`src/rtl/collision_pair_scheduler_if.sv`:
```
// collision_pair_scheduler_if: frame control, pair indices/positions and resolver handshake.
interface collision_pair_scheduler_if #(parameter int NUM_BALLS = 4);
    localparam int IDXW = $clog2(NUM_BALLS);
    logic            startOfFrame;
    logic [IDXW-1:0] ballIdxA;
    logic [IDXW-1:0] ballIdxB;
    logic [10:0]     posXA;
    logic [10:0]     posYA;
    logic [10:0]     posXB;
    logic [10:0]     posYB;
    logic            resolveReq;
    logic            resolveAck;
    logic            collisionOccurred;
    logic            busy;
    logic            frameDone;
    logic            frameOverrun;
    modport slave (
        input  startOfFrame, posXA, posYA, posXB, posYB, resolveAck,
        output ballIdxA, ballIdxB, resolveReq, collisionOccurred, busy, frameDone, frameOverrun
    );
    modport master (
        output startOfFrame, posXA, posYA, posXB, posYB, resolveAck,
        input  ballIdxA, ballIdxB, resolveReq, collisionOccurred, busy, frameDone, frameOverrun
    );
endinterface

```
`src/rtl/collision_pair_scheduler.sv`:
```
// collision_pair_scheduler: walks every ball pair once per frame and requests resolution on new contacts.
module collision_pair_scheduler #(
    parameter int NUM_BALLS = 4,
    parameter int BALL_SIZE = 32
) (
    input logic clk,
    input logic resetN,
    collision_pair_scheduler_if.slave bus
);
    localparam int IDXW = $clog2(NUM_BALLS);
    localparam int NPAIRS = NUM_BALLS * (NUM_BALLS - 1) / 2;
    localparam int PW = $clog2(NPAIRS + 1);
    localparam logic [23:0] THRESH = 24'(BALL_SIZE * BALL_SIZE);
    typedef enum logic [2:0] {IDLE, FETCH, EVAL, REQUEST, NEXT} state_t;
    state_t state_q, state_d;
    logic [IDXW-1:0] a_q, a_d, b_q, b_d;
    logic [PW-1:0] pair_q, pair_d;
    logic [NPAIRS-1:0] contact_q, contact_d;
    logic signed [11:0] dx_q, dx_d, dy_q, dy_d;
    logic coll_q, coll_d, done_q, done_d, ovr_q, ovr_d;
    logic signed [23:0] dx2, dy2;
    logic [23:0] d2;
    logic overlap, last_pair;
    // Squares are formed at full 24-bit width so far-apart balls never alias into overlap.
    assign dx2 = 24'(dx_q) * 24'(dx_q);
    assign dy2 = 24'(dy_q) * 24'(dy_q);
    assign d2 = dx2 + dy2;
    assign overlap = d2 < THRESH;
    assign last_pair = (a_q == IDXW'(NUM_BALLS - 2)) && (b_q == IDXW'(NUM_BALLS - 1));
    always_ff @(posedge clk or negedge resetN) begin
        if (!resetN) begin
            state_q   <= IDLE;
            a_q       <= '0;
            b_q       <= '0;
            pair_q    <= '0;
            contact_q <= '0;
            dx_q      <= '0;
            dy_q      <= '0;
            coll_q    <= 1'b0;
            done_q    <= 1'b0;
            ovr_q     <= 1'b0;
        end else begin
            state_q   <= state_d;
            a_q       <= a_d;
            b_q       <= b_d;
            pair_q    <= pair_d;
            contact_q <= contact_d;
            dx_q      <= dx_d;
            dy_q      <= dy_d;
            coll_q    <= coll_d;
            done_q    <= done_d;
            ovr_q     <= ovr_d;
        end
    end
    always_comb begin
        state_d   = state_q;
        a_d       = a_q;
        b_d       = b_q;
        pair_d    = pair_q;
        contact_d = contact_q;
        dx_d      = dx_q;
        dy_d      = dy_q;
        coll_d    = 1'b0;
        done_d    = 1'b0;
        ovr_d     = bus.startOfFrame && (state_q != IDLE);
        case (state_q)
            IDLE: begin
                if (bus.startOfFrame) begin
                    a_d     = '0;
                    b_d     = IDXW'(1);
                    pair_d  = '0;
                    state_d = FETCH;
                end
            end
            FETCH: begin
                dx_d    = {1'b0, bus.posXB} - {1'b0, bus.posXA};
                dy_d    = {1'b0, bus.posYB} - {1'b0, bus.posYA};
                state_d = EVAL;
            end
            EVAL: begin
                // Only the first frame of a contact raises a request; a lasting touch stays quiet.
                contact_d[pair_q] = overlap;
                state_d = (overlap && !contact_q[pair_q]) ? REQUEST : NEXT;
            end
            REQUEST: begin
                coll_d  = bus.resolveAck;
                state_d = bus.resolveAck ? NEXT : REQUEST;
            end
            NEXT: begin
                pair_d = pair_q + PW'(1);
                if (last_pair) begin
                    a_d     = '0;
                    b_d     = '0;
                    pair_d  = '0;
                    done_d  = 1'b1;
                    state_d = IDLE;
                end else begin
                    a_d     = (b_q != IDXW'(NUM_BALLS - 1)) ? a_q : a_q + IDXW'(1);
                    b_d     = (b_q != IDXW'(NUM_BALLS - 1)) ? b_q + IDXW'(1) : a_q + IDXW'(2);
                    state_d = FETCH;
                end
            end
            default: state_d = IDLE;
        endcase
    end
    assign bus.ballIdxA          = a_q;
    assign bus.ballIdxB          = b_q;
    assign bus.resolveReq        = state_q == REQUEST;
    assign bus.busy              = state_q != IDLE;
    assign bus.collisionOccurred = coll_q;
    assign bus.frameDone         = done_q;
    assign bus.frameOverrun      = ovr_q;
endmodule

```
`src/flat_wrapper.sv`:
```
// flat-port wrapper written by rule: the top's interface ports become plain ports
module collision_pair_scheduler_flat 
#(
    parameter int NUM_BALLS = 4,
    parameter int BALL_SIZE = 32
)
  (clk, resetN, bus_startOfFrame, bus_posXA, bus_posYA, bus_posXB, bus_posYB, bus_resolveAck, bus_ballIdxA, bus_ballIdxB, bus_resolveReq, bus_collisionOccurred, bus_busy, bus_frameDone, bus_frameOverrun);
  collision_pair_scheduler_if #(.NUM_BALLS(NUM_BALLS)) bus_i ();
  input logic clk;
  input logic resetN;
  input wire logic [$bits(bus_i.startOfFrame)-1:0] bus_startOfFrame;
  input wire logic [$bits(bus_i.posXA)-1:0] bus_posXA;
  input wire logic [$bits(bus_i.posYA)-1:0] bus_posYA;
  input wire logic [$bits(bus_i.posXB)-1:0] bus_posXB;
  input wire logic [$bits(bus_i.posYB)-1:0] bus_posYB;
  input wire logic [$bits(bus_i.resolveAck)-1:0] bus_resolveAck;
  output wire logic [$bits(bus_i.ballIdxA)-1:0] bus_ballIdxA;
  output wire logic [$bits(bus_i.ballIdxB)-1:0] bus_ballIdxB;
  output wire logic [$bits(bus_i.resolveReq)-1:0] bus_resolveReq;
  output wire logic [$bits(bus_i.collisionOccurred)-1:0] bus_collisionOccurred;
  output wire logic [$bits(bus_i.busy)-1:0] bus_busy;
  output wire logic [$bits(bus_i.frameDone)-1:0] bus_frameDone;
  output wire logic [$bits(bus_i.frameOverrun)-1:0] bus_frameOverrun;
  assign bus_i.startOfFrame = bus_startOfFrame;
  assign bus_i.posXA = bus_posXA;
  assign bus_i.posYA = bus_posYA;
  assign bus_i.posXB = bus_posXB;
  assign bus_i.posYB = bus_posYB;
  assign bus_i.resolveAck = bus_resolveAck;
  assign bus_ballIdxA = bus_i.ballIdxA;
  assign bus_ballIdxB = bus_i.ballIdxB;
  assign bus_resolveReq = bus_i.resolveReq;
  assign bus_collisionOccurred = bus_i.collisionOccurred;
  assign bus_busy = bus_i.busy;
  assign bus_frameDone = bus_i.frameDone;
  assign bus_frameOverrun = bus_i.frameOverrun;
  collision_pair_scheduler #(.NUM_BALLS(NUM_BALLS), .BALL_SIZE(BALL_SIZE)) u_core (.clk(clk), .resetN(resetN), .bus(bus_i));
endmodule
```
`config.mk`:
```
export PLATFORM = sky130hd
export DESIGN_NAME = collision_pair_scheduler_flat
export DESIGN_NICKNAME = d
export VERILOG_FILES = /design/src/rtl/collision_pair_scheduler_if.sv /design/src/rtl/collision_pair_scheduler.sv /design/src/flat_wrapper.sv
export SDC_FILE = /design/constraint.sdc
export NUM_CORES = 1
export LEC_CHECK = 0
export BUFFER_PORTS_ARGS = -buffer_cell sky130_fd_sc_hd__buf_2
export CAP_MARGIN = 20
export CORE_ASPECT_RATIO = 0.5
export CORE_MARGIN = 2
export CORE_UTILIZATION = 60
export DETAILED_ROUTE_END_ITERATION = 12
export PLACE_DENSITY = 0.81
export SLEW_MARGIN = 20
export SYNTH_ARGS = -nofsm -noshare
export SYNTH_HDL_FRONTEND = slang
export SYNTH_SLANG_ARGS = --single-unit
```
`constraint.sdc`:
```
create_clock -name clk -period 13.6 [get_ports clk]
set_clock_uncertainty 0.05 [all_clocks]
set_input_delay 0 -clock clk [delete_from_list [all_inputs] [get_ports clk]]
set_output_delay 0 -clock clk [all_outputs]
set_load 0.02 [all_outputs]
```
After elaboration in Yosys (flattened, before gate mapping)
Index checks and enable logic that the tools add are counted.
- $lt $le $gt $ge: 3
- muxes and demuxes: 24
- add/subtract/negate cells: 7
- reductions and logical operators: 10
- multipliers: 2
- equality and inequality tests: 9
- operators with widths (operator ; number):
    $mul 12x12->24 ; 2
    $add 24x24->24 ; 1
    $lt 24x11->1 const B ; 1
    $sub 11x11->12 ; 2
    $mux 3 ; 5
    $pmux 3 s5 ; 1
    $mux 2 ; 6
    $pmux 2 s2 ; 2
    $bwmux 6 ; 1
    $eq 3x2->1 const B ; 2
    $mux 1 ; 6
    $pmux 3 s2 ; 1
    $add 2x1->2 const B ; 2
    $eq 2x2->1 const B ; 2
    $logic_and 1x1->1 ; 4
    $lt 3x4->1 const B ; 1
    $ne 2x2->1 const B ; 2
    $add 3x1->3 const B ; 1
    $bmux 1 s3 ; 1
    $demux 1 s3 ; 1
    $eq 3x1->1 const B ; 1
    $eq 3x3->1 const B ; 1
    $ge 3x1->1 const B ; 1
    $logic_not 3->1 ; 1
    7 further kinds ; 7
- flip-flop bits (word level): 43
- word-level logic and storage cells: 65
- output and inout port bits: 9
- bits of input ports: 48

Logic depth before layout (Yosys ltp)
- depth in word-level cells: 6
- depth in mapped cells: 28
- mapped depth without buffers: 27

Least setup slack after synthesis
No wires, ideal clock.
- kind: register to register
- from: register u_core.dx_q[8]
- to: register u_core.state_q[1]
- clock period less this slack: 7281 ps
- data arrival time: 7153 ps
- setup time: 78 ps
- buffers on the path: 1
- data required time: 13472 ps
- stages on the path, launching flop included: 27
- path slack: 6319 ps
- path through: dfrtp_1 > clkbuf_1 > inv_1 > nor2_1 > inv_1 > fa_1 > inv_1 > fa_1 > inv_1 > fa_1 > inv_1 > fa_1 > fa_1 > fa_1 > inv_1 > fa_1 > inv_1 > ha_1 > a211oi_2 > nand2_1 > o31a_1 > a2111oi_2 > nor2_1 > o31a_1 > or4b_1 > or3_1 > a21oi_1
- word-level cells in the longest chain between the ends: 6
- RTL lines (what ; RTL line ; text):
    from (decl) ; collision_pair_scheduler.sv:19 ; logic signed [11:0] dx_q, dx_d, dy_q, dy_d;
    from (signal assigned) ; collision_pair_scheduler.sv:37 ; dx_q <= '0;
    from (signal assigned) ; collision_pair_scheduler.sv:48 ; dx_q <= dx_d;
    $mul 12x12->24 ; collision_pair_scheduler.sv:25 ; assign dx2 = 24'(dx_q) * 24'(dx_q);
    $add 24x24->24 ; collision_pair_scheduler.sv:27 ; assign d2 = dx2 + dy2;
    $lt 24x11->1 ; collision_pair_scheduler.sv:28 ; assign overlap = d2 < THRESH;
    $logic_and 1x1->1 ; collision_pair_scheduler.sv:83 ; state_d = (overlap && !contact_q[pair_q]) ? REQUEST : NEXT;
    $mux 3 ; collision_pair_scheduler.sv:83 ;
    $pmux 3 s5 ; collision_pair_scheduler.sv:66 ; case (state_q)
    to (signal assigned) ; collision_pair_scheduler.sv:43 ; state_q <= state_d;
    to (decl) ; collision_pair_scheduler.sv:15 ; state_t state_q, state_d;
Every way passes these cells.
A chain may end at the register's enable or synchronous reset.

Final worst setup path
- from: register u_core.dy_q[11]
- to: register u_core.contact_q[4]
- word-level cells in the longest chain between the ends: 4
- RTL lines (what ; RTL line ; text):
    from (decl) ; collision_pair_scheduler.sv:19 ;
    from (signal assigned) ; collision_pair_scheduler.sv:49 ; dy_q <= dy_d;
    $mul 12x12->24 ; collision_pair_scheduler.sv:26 ; assign dy2 = 24'(dy_q) * 24'(dy_q);
    $add 24x24->24 ; collision_pair_scheduler.sv:27 ;
    $lt 24x11->1 ; collision_pair_scheduler.sv:28 ;
    $bwmux 6 ; collision_pair_scheduler.sv:82 ; contact_d[pair_q] = overlap;
    to (signal assigned) ; collision_pair_scheduler.sv:47 ; contact_q <= contact_d;
    to (decl) ; collision_pair_scheduler.sv:18 ; logic [NPAIRS-1:0] contact_q, contact_d;
Every way passes these cells.

==> metrics.md <==
| Metric | Value |
|---|---|
| R2r setup slk | 5.35 ns |
| CP max stage delay | 0.94 ns |
| TritonCTS clock tree | built |
| Post-Route WL | around 26000 um |
| Startpoint class of the critical path | flip-flop |
| Min-delay src | bus_posYB[10] |
| Final worst setup slack | 5.346 ns |
| Clock buffer depth | 2 |
| Mapped Avg Cell Area | 9.265 sq um |
| Vias in the first global route | 10030 |
| Most frequent cells in the layout | 406 x inv_1, 281 x fa_1, 124 x nand2_1 |
| Worst EP arrival | 8.45 ns |
| DR WL/cell | ~16 um |
| Gpl congestion | 0.9326 |
| # Post-CTS Setup Buffers | 0 |
| Reg clk slew, reported paths | about 0.07 ns |
| Post-route setup TNS | 0 ns |
| Worst r2r src | u_core.dy_q[11] |
| Antenna Cells | 0 |
| Final net count | 1825 |
| Syn Inst Count | ~1400 |
| Port Buf Inserts | 56 |
| Worst slew pin tran | approximately 0.94 ns |
| Clock latency on the worst-skew pair | 0.30 ns |
| Final period util | 0.6069 |
| Share of layout cells above drive strength 1 | 0.05704 |
| Core area | just over 20000 sq um |
| Sequential share of the synthesized area | 0.08578 |
| Hold Path End | u_core.dy_q[11] |
| Synth Flop Type | dfrtp_1 |
| Initial DRT Pass Iterations | 5 |
| Max-slew violations | 0 |
| DRT iter0 DRCs | roughly 470 |
| CP dominant cell by count | fa_1 |
| First-pass GRT wire length | 46370 um |
| Root buffer cell | clkbuf_16 |
| Largest net degree at the start of global routing | 49 |
| Max-Cap Viols | 0 |
| Hold Path Class | input pin to flip-flop |
| Non-Filler Instances | 1658 |
| Vias per cell | 5.308 |
| R2r endpoint | u_core.contact_q[4] |
| Critical path class | flip-flop to flip-flop |
| CP max-delay cell | fa_1 |
| Reg2reg path depth | 21 |
| Pre-CTS WS | around 5.4 ns |
| Ys async rst share | 1.000 |
| Critical Path Sink Type | flip-flop |
| Cell Area, Synth | 12540 sq um |
| Io pins | 57 |
| EDFF count, synth | 0 |
| TritonCTS Buffers | 5 |
| RSZ-0062 raised after global routing | no |
| Hold Violations, Final | 0 |
| H-tree levels | 2 |
| # DRC | 0 |
| Post-route ant nets | 0 |
| Vias | 8801 |
| CP Data Required Time | 13.79 ns |
| Die area | ~22000 sq um |
| Synth Register Bits | 43 |
| Slew headroom | 0.3748 |
| Cell variety after synth | 52 |
| Clock sinks | 43 |
| Syn nets | 1795 |
| CP bufs+invs | 3 |
| Initial Util | 0.6117 |
| P&R area growth vs syn | 5.645% |
| Antenna violations before repair | 0 |
| HPWL after detailed placement | 22360 um |
| Fin crit period | a little over 8 ns |
| FP Rows | 37 |
| Dpl cells | 1644 |
| Crit path max-delay family | adder cells |
| Status | finished clean |
| Fmax achieved | 121.1 MHz |
| Crit-path cells | nand2_1, fa_1, inv_1, fa_1, fa_1, fa_1, fa_1, fa_1, inv_1, fa_1, inv_1, ha_1, a21oi_1, nand2_1, a21oi_1, o2bb2ai_1, a2111oi_0, nor4b_1, nand4_1, nor3_1, mux2_2 |
| Die Y | 106.2 um |
| Cells on Worst Hold Path | 3 |
| Syn. warnings | 0 |
| Final setup viols | 0 |
| Total track usage | 0.2633 |
| Commonest non-fill, non-tap cell in the layout | inv_1 |
| Max FO, Critical Path | 26 |
| Grt ovf | 0 |
| Chip width | between 200 and 250 um |
==> final cells by class <==
class	count	area, sq um
Clock inverter	3	46.29
Fill cell	1615	7256
Timing Repair Buffer	62	342.8
Multi-Input combinational cell	866	9797
Tap cell	273	341.6
Sequential cell	43	1076
Clock buffer	5	125.1
Inverter	406	1524
==> synth_stat cells (all sizes together), types with 10 or more instances <==
master	n	area (sq um)
o21ai	31	155.2
nand2	124	465.5
nor2b	20	125.1
a21oi	30	150.1
ha	112	1401
o31ai	15	112.6
xnor2	26	227.7
fa	281	5625
nor2	38	142.6
dfrtp	43	1076
xor2	10	87.58
and2	62	387.9
inv	406	1524
clkbuf	38	142.6
==> worst reg2reg max path, stage by stage, from the launching register on <==
cell and delay, ns:
dfrtp_1 0.86, nand2_1 0.23, fa_1 0.94, inv_1 0.17, fa_1 0.44, fa_1 0.52, fa_1 0.57, fa_1 0.43
fa_1 0.49, inv_1 0.05, fa_1 0.49, inv_1 0.05, ha_1 0.40, a21oi_1 0.30, nand2_1 0.09, a21oi_1 0.22
o2bb2ai_1 0.11, a2111oi_0 0.27, nor4b_1 0.33, nand4_1 0.32, nor3_1 0.59, mux2_2 0.27
==> repair_timing <==
item | CTS | global route
hold endpoints to repair | 49 | 0
hold buffers | 6 | 0
resized for setup | 0 | 0
==> per-stage QoR <==
stage	hold slack (ns)	utilization	cell area (sq um)
finish	0.004958	0.6462	13250
global route	0.03033	0.6462	13250
CTS	0.004137	0.6461	13250
detailed placement	0.1884	0.6348	13020
global placement	0.1708	0.6348	13020
floorplan	-0.3456	-	12540
==> logic make-up (layout without fill, tap and decap cells) <==
kind of cell	Yosys count	after routing	synth area share
fa+ha+maj	393	393	0.5601
simple gates	291	291	0.1134
xor+xnor	37	37	0.02693
flops	43	43	0.08578
mux	12	12	0.01017
buf+inv	445	476	0.1333
compound gates	133	133	0.07032
==> state kept, by name (all words and copies together), names as in the netlist, 2 cells and up <==
signal	count
u_core.dy_q	12
u_core.state_q	3
u_core.bus.ballIdxB	2
u_core.contact_q	6
u_core.pair_q	3
u_core.dx_q	12
u_core.bus.ballIdxA	2
==> metal layers <==
metal | global-route usage | wire (um) | vias to the layer above
met5 | 0 | 0 | -
met4 | 0.08273 | 688 | 0
met3 | 0.03309 | 1472 | 53
met2 | 0.4668 | 13240 | 250
met1 | 0.3419 | 10610 | 4422
li1 | - | - | 4076
==> worst max-delay path by stage <==
| stage | start | to | depth (start not counted) |
|---|---|---|---|
| 2_1_floorplan | u_core.dx_q[8] | u_core.state_q[1] | 26 |
| 3_3_place_gp | u_core.dy_q[11] | u_core.state_q[1] | 21 |
| 3_5_place_dp | u_core.dy_q[11] | u_core.contact_q[5] | 21 |
| 4_1_cts | u_core.dy_q[11] | u_core.contact_q[5] | 21 |
| 5_1_grt | u_core.dy_q[11] | u_core.contact_q[0] | 21 |
| 6_report | u_core.dy_q[11] | u_core.contact_q[4] | 21 |
Power is left out: the tool's default activity adds up to more than one toggle a clock period on the data nets, which glitch-free logic cannot reach.
